<file path="config.mk">
export PLATFORM = sky130hd
export DESIGN_NAME = shift_unit_pipe_flat
export DESIGN_NICKNAME = d
export VERILOG_FILES = /design/src/rtl/shift_unit_pipe_pkg.sv /design/src/rtl/shift_unit_pipe_if.sv /design/src/rtl/shift_unit_pipe_cls_rotator.sv /design/src/rtl/shift_unit_pipe.sv /design/src/flat_wrapper.sv
export SDC_FILE = /design/constraint.sdc
export NUM_CORES = 1
export LEC_CHECK = 0
export ABC_AREA = 1
export CAP_MARGIN = 20
export CORE_ASPECT_RATIO = 0.75
export CORE_MARGIN = 2
export CORE_UTILIZATION = 25
export CTS_CLUSTER_DIAMETER = 150
export DETAILED_ROUTE_END_ITERATION = 8
export PLACE_DENSITY_LB_ADDON = 0.1
export SYNTH_ARGS = -nofsm -noshare
export SYNTH_HDL_FRONTEND = slang
export SYNTH_SLANG_ARGS = --single-unit
</file>
<file path="constraint.sdc">
create_clock -name clk -period 2.69 [get_ports clk]
set_input_delay 0.4035 -clock clk [delete_from_list [all_inputs] [get_ports clk]]
set_output_delay 0.4035 -clock clk [all_outputs]
set_load 0.1 [all_outputs]
</file>
<file path="src/rtl/shift_unit_pipe_pkg.sv">
// Shared types for the pipelined shift unit: function encoding and mask sizing.
package shift_pkg;

    typedef enum logic [1:0] {
        SH_SLL = 2'b00,
        SH_ROL = 2'b01,
        SH_SRL = 2'b10,
        SH_SRA = 2'b11
    } shift_func_t;

    localparam int SHIFT_N_DEFAULT = 32;

    // A thermometer over an amount field of log_n bits needs one bit per possible amount.
    function automatic int therm_width(input int log_n);
        return 32'sd1 << log_n;
    endfunction

endpackage

</file>
<file path="src/rtl/shift_unit_pipe_if.sv">
// Elastic request/response bundle between the execute stage and the shift unit.
interface shift_unit_pipe_if
    import shift_pkg::*;
#(
    parameter int N = SHIFT_N_DEFAULT
);
    localparam int LOG_N = $clog2(N);

    logic             in_valid;
    logic             in_ready;
    logic [N-1:0]     a;
    logic [LOG_N-1:0] sa;
    shift_func_t      func;
    logic             out_valid;
    logic             out_ready;
    logic [N-1:0]     z;

    modport master (
        output in_valid, a, sa, func, out_ready,
        input  in_ready, out_valid, z
    );

    modport slave (
        input  in_valid, a, sa, func, out_ready,
        output in_ready, out_valid, z
    );
endinterface

</file>
<file path="src/rtl/shift_unit_pipe_cls_rotator.sv">
// Combinational cyclic-left rotator: LOG_N cascaded 2:1 stages, stage i rotates by 2**i.
module cls_rotator #(
    parameter int N = 32
) (
    input  logic [N-1:0]         din,
    input  logic [$clog2(N)-1:0] rot_amt,
    output logic [N-1:0]         dout
);
    localparam int LOG_N = $clog2(N);

    for (genvar i = 0; i < LOG_N; i++) begin : g_stage
        localparam int SH = 1 << i;
        logic [N-1:0] in_s;
        logic [N-1:0] out_s;

        if (i == 0) begin : g_first
            assign in_s = din;
        end else begin : g_next
            assign in_s = g_stage[i-1].out_s;
        end

        assign out_s = rot_amt[i] ? {in_s[N-1-SH:0], in_s[N-1:N-SH]} : in_s;
    end

    assign dout = g_stage[LOG_N-1].out_s;
endmodule

</file>
<file path="src/rtl/shift_unit_pipe.sv">
// Three-stage MIPS shift unit (capture, rotate, mask/fill) with a stallable valid/ready pipe.
module shift_unit_pipe
    import shift_pkg::*;
#(
    parameter int N = SHIFT_N_DEFAULT
) (
    input  logic               clk,
    input  logic               reset,
    shift_unit_pipe_if.slave   bus
);
    localparam int LOG_N  = $clog2(N);
    localparam int MASK_W = therm_width(LOG_N);

    // Stage valid bits and payload registers.
    logic             v1_q, v1_d, v2_q, v2_d, v3_q, v3_d;
    logic [N-1:0]     a1_q, a1_d;
    shift_func_t      f1_q, f1_d;
    logic [LOG_N-1:0] sa1_q, sa1_d;
    logic [N-1:0]     r2_q, r2_d;
    shift_func_t      f2_q, f2_d;
    logic [LOG_N-1:0] sa2_q, sa2_d;
    logic             sign2_q, sign2_d;
    logic [N-1:0]     z_q, z_d;

    logic             adv1_s, adv2_s, adv3_s;
    logic             en1_s, en2_s, en3_s;
    logic [LOG_N-1:0] rot_amt_s;
    logic [N-1:0]     rot_s;
    logic [MASK_W-1:0] low_mask_s, high_mask_s;
    logic [N-1:0]     fix_z_s;

    // Stage k may load when it is empty or its contents move on this cycle.
    always_comb begin
        adv3_s = v3_q & bus.out_ready;
        en3_s  = ~v3_q | adv3_s;
        adv2_s = v2_q & en3_s;
        en2_s  = ~v2_q | adv2_s;
        adv1_s = v1_q & en2_s;
        en1_s  = ~v1_q | adv1_s;
    end

    // Right shifts become left rotations by (N - sa) mod N; the LOG_N-bit negate wraps sa=0 to 0.
    always_comb begin
        rot_amt_s = sa1_q;
        if (f1_q == SH_SRL || f1_q == SH_SRA) begin
            rot_amt_s = {LOG_N{1'b0}} - sa1_q;
        end else begin
            rot_amt_s = sa1_q;
        end
    end

    cls_rotator #(.N(N)) u_rot (
        .din     (a1_q),
        .rot_amt (rot_amt_s),
        .dout    (rot_s)
    );

    // Thermometer of sa gives the low-bit mask; its bit reversal covers the top sa bits.
    always_comb begin
        low_mask_s  = {MASK_W{1'b0}};
        high_mask_s = {MASK_W{1'b0}};
        for (int i = 0; i < MASK_W; i++) begin
            low_mask_s[i] = (i < int'(sa2_q));
        end
        for (int i = 0; i < MASK_W; i++) begin
            high_mask_s[MASK_W-1-i] = low_mask_s[i];
        end
    end

    // Fix-up: clear the wrapped-in bits, or fill them with the sign for SRA.
    always_comb begin
        fix_z_s = r2_q;
        case (f2_q)
            SH_SLL:  fix_z_s = r2_q & ~low_mask_s;
            SH_ROL:  fix_z_s = r2_q;
            SH_SRL:  fix_z_s = r2_q & ~high_mask_s;
            SH_SRA:  fix_z_s = (r2_q & ~high_mask_s) | ({N{sign2_q}} & high_mask_s);
            default: fix_z_s = r2_q;
        endcase
    end

    // Next state: payloads only load alongside a valid op so z holds across bubbles.
    always_comb begin
        v1_d    = v1_q;
        a1_d    = a1_q;
        f1_d    = f1_q;
        sa1_d   = sa1_q;
        v2_d    = v2_q;
        r2_d    = r2_q;
        f2_d    = f2_q;
        sa2_d   = sa2_q;
        sign2_d = sign2_q;
        v3_d    = v3_q;
        z_d     = z_q;

        if (en1_s) begin
            v1_d = bus.in_valid;
        end else begin
            v1_d = v1_q;
        end
        if (en1_s && bus.in_valid) begin
            a1_d  = bus.a;
            f1_d  = bus.func;
            sa1_d = bus.sa;
        end else begin
            a1_d  = a1_q;
        end

        if (en2_s) begin
            v2_d = v1_q;
        end else begin
            v2_d = v2_q;
        end
        if (en2_s && v1_q) begin
            r2_d    = rot_s;
            f2_d    = f1_q;
            sa2_d   = sa1_q;
            sign2_d = a1_q[N-1];
        end else begin
            r2_d    = r2_q;
        end

        if (en3_s) begin
            v3_d = v2_q;
        end else begin
            v3_d = v3_q;
        end
        if (en3_s && v2_q) begin
            z_d = fix_z_s;
        end else begin
            z_d = z_q;
        end
    end

    // Pipeline registers with synchronous reset.
    always_ff @(posedge clk) begin
        if (reset) begin
            v1_q    <= 1'b0;
            a1_q    <= {N{1'b0}};
            f1_q    <= SH_SLL;
            sa1_q   <= {LOG_N{1'b0}};
            v2_q    <= 1'b0;
            r2_q    <= {N{1'b0}};
            f2_q    <= SH_SLL;
            sa2_q   <= {LOG_N{1'b0}};
            sign2_q <= 1'b0;
            v3_q    <= 1'b0;
            z_q     <= {N{1'b0}};
        end else begin
            v1_q    <= v1_d;
            a1_q    <= a1_d;
            f1_q    <= f1_d;
            sa1_q   <= sa1_d;
            v2_q    <= v2_d;
            r2_q    <= r2_d;
            f2_q    <= f2_d;
            sa2_q   <= sa2_d;
            sign2_q <= sign2_d;
            v3_q    <= v3_d;
            z_q     <= z_d;
        end
    end

    assign bus.in_ready  = en1_s;
    assign bus.out_valid = v3_q;
    assign bus.z         = z_q;
endmodule

</file>
<file path="src/flat_wrapper.sv">
// flat-port wrapper written by rule: the top's interface ports become plain ports
module shift_unit_pipe_flat import shift_pkg::*;
#(
    parameter int N = SHIFT_N_DEFAULT
)
  (clk, reset, bus_in_valid, bus_a, bus_sa, bus_func, bus_out_ready, bus_in_ready, bus_out_valid, bus_z);
  shift_unit_pipe_if #(.N(N)) bus_i ();
  input  logic clk;
  input  logic reset;
  input wire logic [$bits(bus_i.in_valid)-1:0] bus_in_valid;
  input wire logic [$bits(bus_i.a)-1:0] bus_a;
  input wire logic [$bits(bus_i.sa)-1:0] bus_sa;
  input wire logic [$bits(bus_i.func)-1:0] bus_func;
  input wire logic [$bits(bus_i.out_ready)-1:0] bus_out_ready;
  output wire logic [$bits(bus_i.in_ready)-1:0] bus_in_ready;
  output wire logic [$bits(bus_i.out_valid)-1:0] bus_out_valid;
  output wire logic [$bits(bus_i.z)-1:0] bus_z;
  assign bus_i.in_valid = bus_in_valid;
  assign bus_i.a = bus_a;
  assign bus_i.sa = bus_sa;
  assign bus_i.func = bus_func;
  assign bus_i.out_ready = bus_out_ready;
  assign bus_in_ready = bus_i.in_ready;
  assign bus_out_valid = bus_i.out_valid;
  assign bus_z = bus_i.z;
  shift_unit_pipe #(.N(N)) u_core (.clk(clk), .reset(reset), .bus(bus_i));
endmodule
</file>
==> impl_results.md, run 1 <==
- Pins over their slew limit: 0
- CTS Sinks: ~110
- Non-Filler Instances: 1583
- DRT Wirelength: 25900 um
- PortBufs: 76
- Cell area after synthesis: roughly 7000 um2
- Sw Ratio: 34.5%
- CP required: 3070 ps
- Largest area contributor in the netlist: dfxtp_1
- Site Rows: 53
- Critical path startpoint category: flop
- Commonest non-fill, non-tap cells in the layout: 359 x nand2_1, 167 x nand3_1, 135 x nor2_1, 119 x o21ai_0, 113 x dfxtp_1
- Max-slew headroom: 54.2%
- Worst setup margin: 521 ps
- Post-Place Worst Slack: between 500 and 600 ps
- Register bit total from synthesis: 114
- Seq pwr share: between 30 and 40%
- Die W: 197 um
- Clock Skew: 10.7 ps
- Share of layout cells above drive strength 1: 8.81%
- # DRC: 0
- Multi-input gate area: 4010 um2
- R2R setup slack: 520 ps
- Worst Setup End Kind: flop
- Final Hold Vio Count: 0
- Pwr dens: 678 nW/um2
- Register area: 2280 um2
- Core Footprint: about 28000 um2
- Reg2reg path depth: 13
- Overall power: ~5.8 mW
- Worst-path fanout max: 32
- HP Class: flop to flop
- Dpl cell area: 7960 um2
- Max clock buf depth: 2
- Clock latency on the worst-skew pair: 430 ps
- Gr usage total: 18.3%
- CTS resizes: 0
- Clock edge transition at the registers on the reported setup and hold paths: 60 ps
- Endpoints failing setup: 0
- Initial Util: 25.2%
- Worst R2R Start: u_core.sa1_q[0]
- Vias in the first global route: 7230
- Area delta synth->final: 22.7%
- Util after Layout: 30.9%
- Routed WL per cell: approximately 16 um
- Fmax: 461 MHz
- Largest net degree at the start of global routing: 58
- Full die area: about 30000 um2
- P_sw: 2.01 mW
- Starting DRT DRC Count: 610
- Filler cells: 3099
- Num CTS Buffers: 17
- Int Pwr: 3.82 mW
- Top cell type's share of synthesized area: 32.6%
- CTS tree: done
- H-tree depth: 4
- Combinational group share of total power: 24.1%
- Syn Inst Count: 1171
- Min cycle time layout: approximately 2200 ps
- Initial antenna violation count: 0
- Design Area, Final: 8590 um2
- Hold path startpoint: u_core.bus.z[18]
- Via Count: 7797
- CTS root buf: clkbuf_16
- First-pass GRT wire length: between 40000 and 50000 um
- Cell variety after synth: 28
- # Max-Cap Violations: 0
- Leak pwr: roughly 3.9 nW
- GR Overflow Total: 0
- Syn. warnings: 0
- Final #Nets: 1257
- Period utilization: 80.6%
- WS Path Type: flop to flop
- Fin Setup TNS: 0 ps
- Post-CTS Setup Bufs: 0
- Via-to-Cell Ratio: 4.93
- Hold WS: 471 ps
- Synth area leaders: dfxtp_1 33%, nand2_1 19%, nand3_1 12%, o21ai_0 8.5%, nor2_1 7.2%
- DP HPWL: between 15000 and 20000 um
- N_diodes: 0
- VDD IR max: 0.000408 V
- Num ports: 77
- Hold depth: 2
- Hold path endpoint: u_core.bus.z[18]
- Hold-fix buffers, CTS: 0
- Post-synthesis sequential area ratio: 32.6%
- RSZ-0062 raised after global routing: no
- Gp weighted congestion: 0.952
- Post-Syn Area per Cell: 5.98 um2
- Crit path DAT: 2550 ps
- Clk pwr share: between 40% and 50%
- Placed instance count: 1551
- Status: finished, final reports clean
- DIE HEIGHT: 149 um
- Commonest non-fill, non-tap cell in the layout: nand2_1
- Mapped Nets: 1215
- Detail Route Antenna Nets: 0
- Worst Tran Pin Value: 680 ps
- DRT Pass-1 Iters: 5
- Reg-to-Reg End: u_core.r2_q[28]
-- cell usage after synthesis, drive strengths merged --
library cell,n
xor2,1
o21ai,122
clkbuf,33
clkinv,1
nand2,364
inv,78
a31oi,19
ha,1
buf,45
o211ai,6
o221ai,4
dfxtp,114
nand4,1
nor2,135
nand3b,1
nand3,170
a21oi,76
-- power by group through the flow --
stage | clock [mW] | combinational (mW) | sequential, mW
finish | 2.52 | 1.40 | 1.91
CTS | 2.57 | 1.40 | 1.91
global placement | 0 | 1.41 | 1.95
floorplan | 0 | 0.872 | 2.07
global route | 2.66 | 1.57 | 1.92
detailed placement | 0 | 1.40 | 1.95
-- metal layers --
layer	track usage [%]	routed length (um)	share of wire [%]
met5	0	0	0
met4	4.06	250	0.96
met3	3.48	1370	5.3
met2	26.6	10700	41
met1	27.7	13600	53
-- critical path: stages (launching register included) --
cell and delay, ps:
dfxtp_1 370, inv_4 40, ha_1 300, inv_1 60
nand2_1 50, nand2_2 450, nand2_1 100, nand2_1 150
nand2_1 100, nand3_1 140, nand3_1 90, nand3_1 150
nand2_1 70, inv_1 50
-- registers in the layout, summed over array words and instances (netlist names), 2 cells and up --
name / count
u_core.a1_q: 32
u_core.bus.z: 32
u_core.r2_q: 32
u_core.sa1_q: 5
u_core.sa2_q: 5
u_core.f1_q: 2
u_core.f2_q: 2
-- how the worst max path moves through the flow --
stage                         startpoint               to  cells past startpoint  slack (ps)
floorplan           u_core.bus.out_valid  u_core.a1_q[10]                      8         150
global placement         u_core.sa1_q[0]  u_core.r2_q[28]                     13         550
detailed placement       u_core.sa1_q[0]  u_core.r2_q[28]                     12         570
CTS                      u_core.sa1_q[0]  u_core.r2_q[28]                     12         560
global route             u_core.sa1_q[0]  u_core.r2_q[28]                     13         270
finish                   u_core.sa1_q[0]  u_core.r2_q[28]                     13         520
-- layout make-up --
| type | instances | area share (%) |
|---|---|---|
| multi-input cells | 900 | 46.7 |
| flip-flops and latches | 114 | 26.6 |
| repair buffers | 101 | 10.6 |
| clock buffers | 20 | 5.31 |
| well taps | 357 | 5.20 |
| inverters | 79 | 3.54 |
| clock inverters | 12 | 2.08 |
-- kinds of logic (layout without fill, tap and decap cells) --
kind of cell	Yosys count	in the layout	share of synthesized area, %
AO/OA/AOI/OAI	227	227	17.1
XOR/XNOR	1	1	0.393
adder cells (fa/ha/maj)	1	1	0.179
buffers and inverters	157	212	10.2
flip-flops	114	114	32.6
AND/OR/NAND/NOR	671	671	39.5
No activity file was read; power rests on OpenSTA's default activity.
==> run 2: changes to the inputs <==
==> constraint.sdc (replaced) <==
create_clock -name clk -period 2.1 [get_ports clk]
set_input_delay 0.315 -clock clk [delete_from_list [all_inputs] [get_ports clk]]
set_output_delay 0.315 -clock clk [all_outputs]
set_load 0.1 [all_outputs]
==> run 2 against run 1 <==
Count of clock-buffer cells in the layout is 3 lower. Fmax is 13% higher. Clock skew hardly changed. Register-to-register slack worse by 340 ps. First-iteration DRC count is 3.3% lower. Utilization is 0.92 points higher. Worst hold slack better by 4.4 ps. Sequential cell count stayed put. Clock power is 17% higher. Die area stayed put. Critical endpoint is now u_core.bus.z[16].
==> impl_results.md, run 2 (same netlist as run 1, synthesis figures left out) <==
- Status: finished, final reports clean
- # DRC: 0
- N_diodes: 0
- VDD IR max: 0.000545 V
- Clock Skew: 10.4 ps
- CTS Sinks: 114
- Via-to-Cell Ratio: slightly below 5
- Starting DRT DRC Count: 590
- Endpoints failing setup: 0
- Commonest non-fill, non-tap cell in the layout: nand2_1
- Site Rows: 53
- Initial antenna violation count: 0
- # Max-Cap Violations: 0
- WS Path Type: flop to flop
- Leak pwr: around 4.0 nW
- H-tree depth: 4
- Final Hold Vio Count: 0
- DRT Pass-1 Iters: 7
- Fmax: roughly 520 MHz
- Num CTS Buffers: 17
- Via Count: about 7700
- Die W: ~200 um
- Initial Util: around 25%
- PortBufs: 76
- Max clock buf depth: 2
- First-pass GRT wire length: 41100 um
- Num ports: 77
- CTS root buf: clkbuf_16
- GR Overflow Total: 0
- Routed WL per cell: 16.1 um
- Placed instance count: 1571
- Full die area: 29400 um2
- Worst Setup End Kind: flop
- RSZ-0062 raised after global routing: no
- Util after Layout: a little under a third
- CP required: 2480 ps
- Non-Filler Instances: 1604
- Cell mode on critical path: nand3_1
- Max-slew headroom: 71.3%
- DRT Wirelength: roughly 26000 um
- Vias in the first global route: ~7400
- Final #Nets: around 1300
- CP Cell Sequence: o21ai_0 -> nand2_1 -> a21oi_1 -> nand3_1 -> nand3_1 -> o211ai_1 -> inv_1
- Worst-path fanout max: 6
- Area delta synth->final: 26.3%
- Pins over their slew limit: 0
- Detail Route Antenna Nets: 0
- DP HPWL: roughly 19000 um
- Post-CTS Setup Bufs: 0
- Largest incremental delay on the critical path: approximately 400 ps
- HP Class: flop to flop
- Largest net degree at the start of global routing: 46
- Gr usage total: a little under a fifth
- DIE HEIGHT: 149 um
- Fin Setup TNS: 0 ps
- Period utilization: approximately 91%
- Gp weighted congestion: 0.897
- Pwr dens: 824 nW/um2
- CTS tree: done
- Clock latency on the worst-skew pair: around 430 ps
- Commonest non-fill, non-tap cells in the layout: 357 x nand2_1, 166 x nand3_1, 135 x nor2_1, 119 x o21ai_0, 112 x dfxtp_1
- Share of layout cells above drive strength 1: a little over a tenth
- Crit path DAT: between 2000 and 2500 ps
- Critical path startpoint category: flop
- Clock edge transition at the registers on the reported setup and hold paths: 70 ps
- Min cycle time layout: 1920 ps
- Core Footprint: ~28000 um2
- Worst Tran Pin Value: 426 ps
- Slowest CP cell: o21ai_0
-- run 2: cell count changes in the layout (fill, tap and decap cells not counted), moves of 2 or more --
cell / previous run / this run
buf_12: 4 / 13
buf_4: 55 / 66
bufinv_16: 4 / 2
clkbuf_8: 2 / 0
clkinv_4: 1 / 3
nand2_1: 359 / 357
-- run 2: worst paths after layout --
| path | startpoint | end | slack (ps) | cells after the start |
|---|---|---|---|---|
| worst max register to register | u_core.sa2_q[1] | u_core.bus.z[16] | 180 | 7 |
| worst min register to register | u_core.v2_q | u_core.bus.out_valid | 470 | 2 |
| worst min-delay path | u_core.v2_q | u_core.bus.out_valid | 470 | 2 |
| worst max-delay path | u_core.sa2_q[1] | u_core.bus.z[16] | 180 | 7 |
-- run 2: stage by stage --
step / setup slack (ps) / hold WS (ps) / area, um2 / power, mW
6_report: 184 / 475 / 8850 / 7.29
5_1_grt: 20.6 / 496 / 8850 / 7.70
4_1_cts: 165 / 480 / 8810 / 7.35
3_5_place_dp: 175 / 456 / 8230 / 4.36
3_3_place_gp: 156 / 462 / 8230 / 4.36
2_1_floorplan: 49.7 / 437 / 7010 / 3.77
-- run 2: cell type report --
type                            instances  area, um2
Multi-Input combinational cell        900       4030
Clock inverter                         15        160
Inverter                               79        304
Sequential cell                       114       2290
Timing Repair Buffer                  122       1200
Tap cell                              357        447
Clock buffer                           17        425
Fill cell                            3106      18900
-- run 2: layer usage --
metal | vias to the layer above | GRT usage, % | wire (um)
li1 | 3955 | - | -
met1 | 3611 | 27.1 | 13700
met2 | 152 | 27.0 | 10700
met3 | 24 | 2.98 | 1100
met4 | 0 | 4.25 | 265
met5 | - | 0 | 0
-- run 2: timing repair --
action / CTS / global route
hold buffers: 0 / 0
endpoints found under the setup margin: 0 / 5
resized for setup: 0 / 4
-- run 2: power breakdown --
group / internal [mW] / total [mW] / switching [mW]
logic: 0.623 / 1.90 / 1.27
registers: 2.31 / 2.45 / 0.138
clock network: 1.76 / 2.95 / 1.19
-- run 2: worst max-delay path, delay by kind of cell (launching register included) --
| family | cells | cell delay (ps) |
|---|---|---|
| flops | 1 | 380 |
| buf+inv | 1 | 60 |
| simple gates | 3 | 520 |
| compound gates | 3 | 900 |
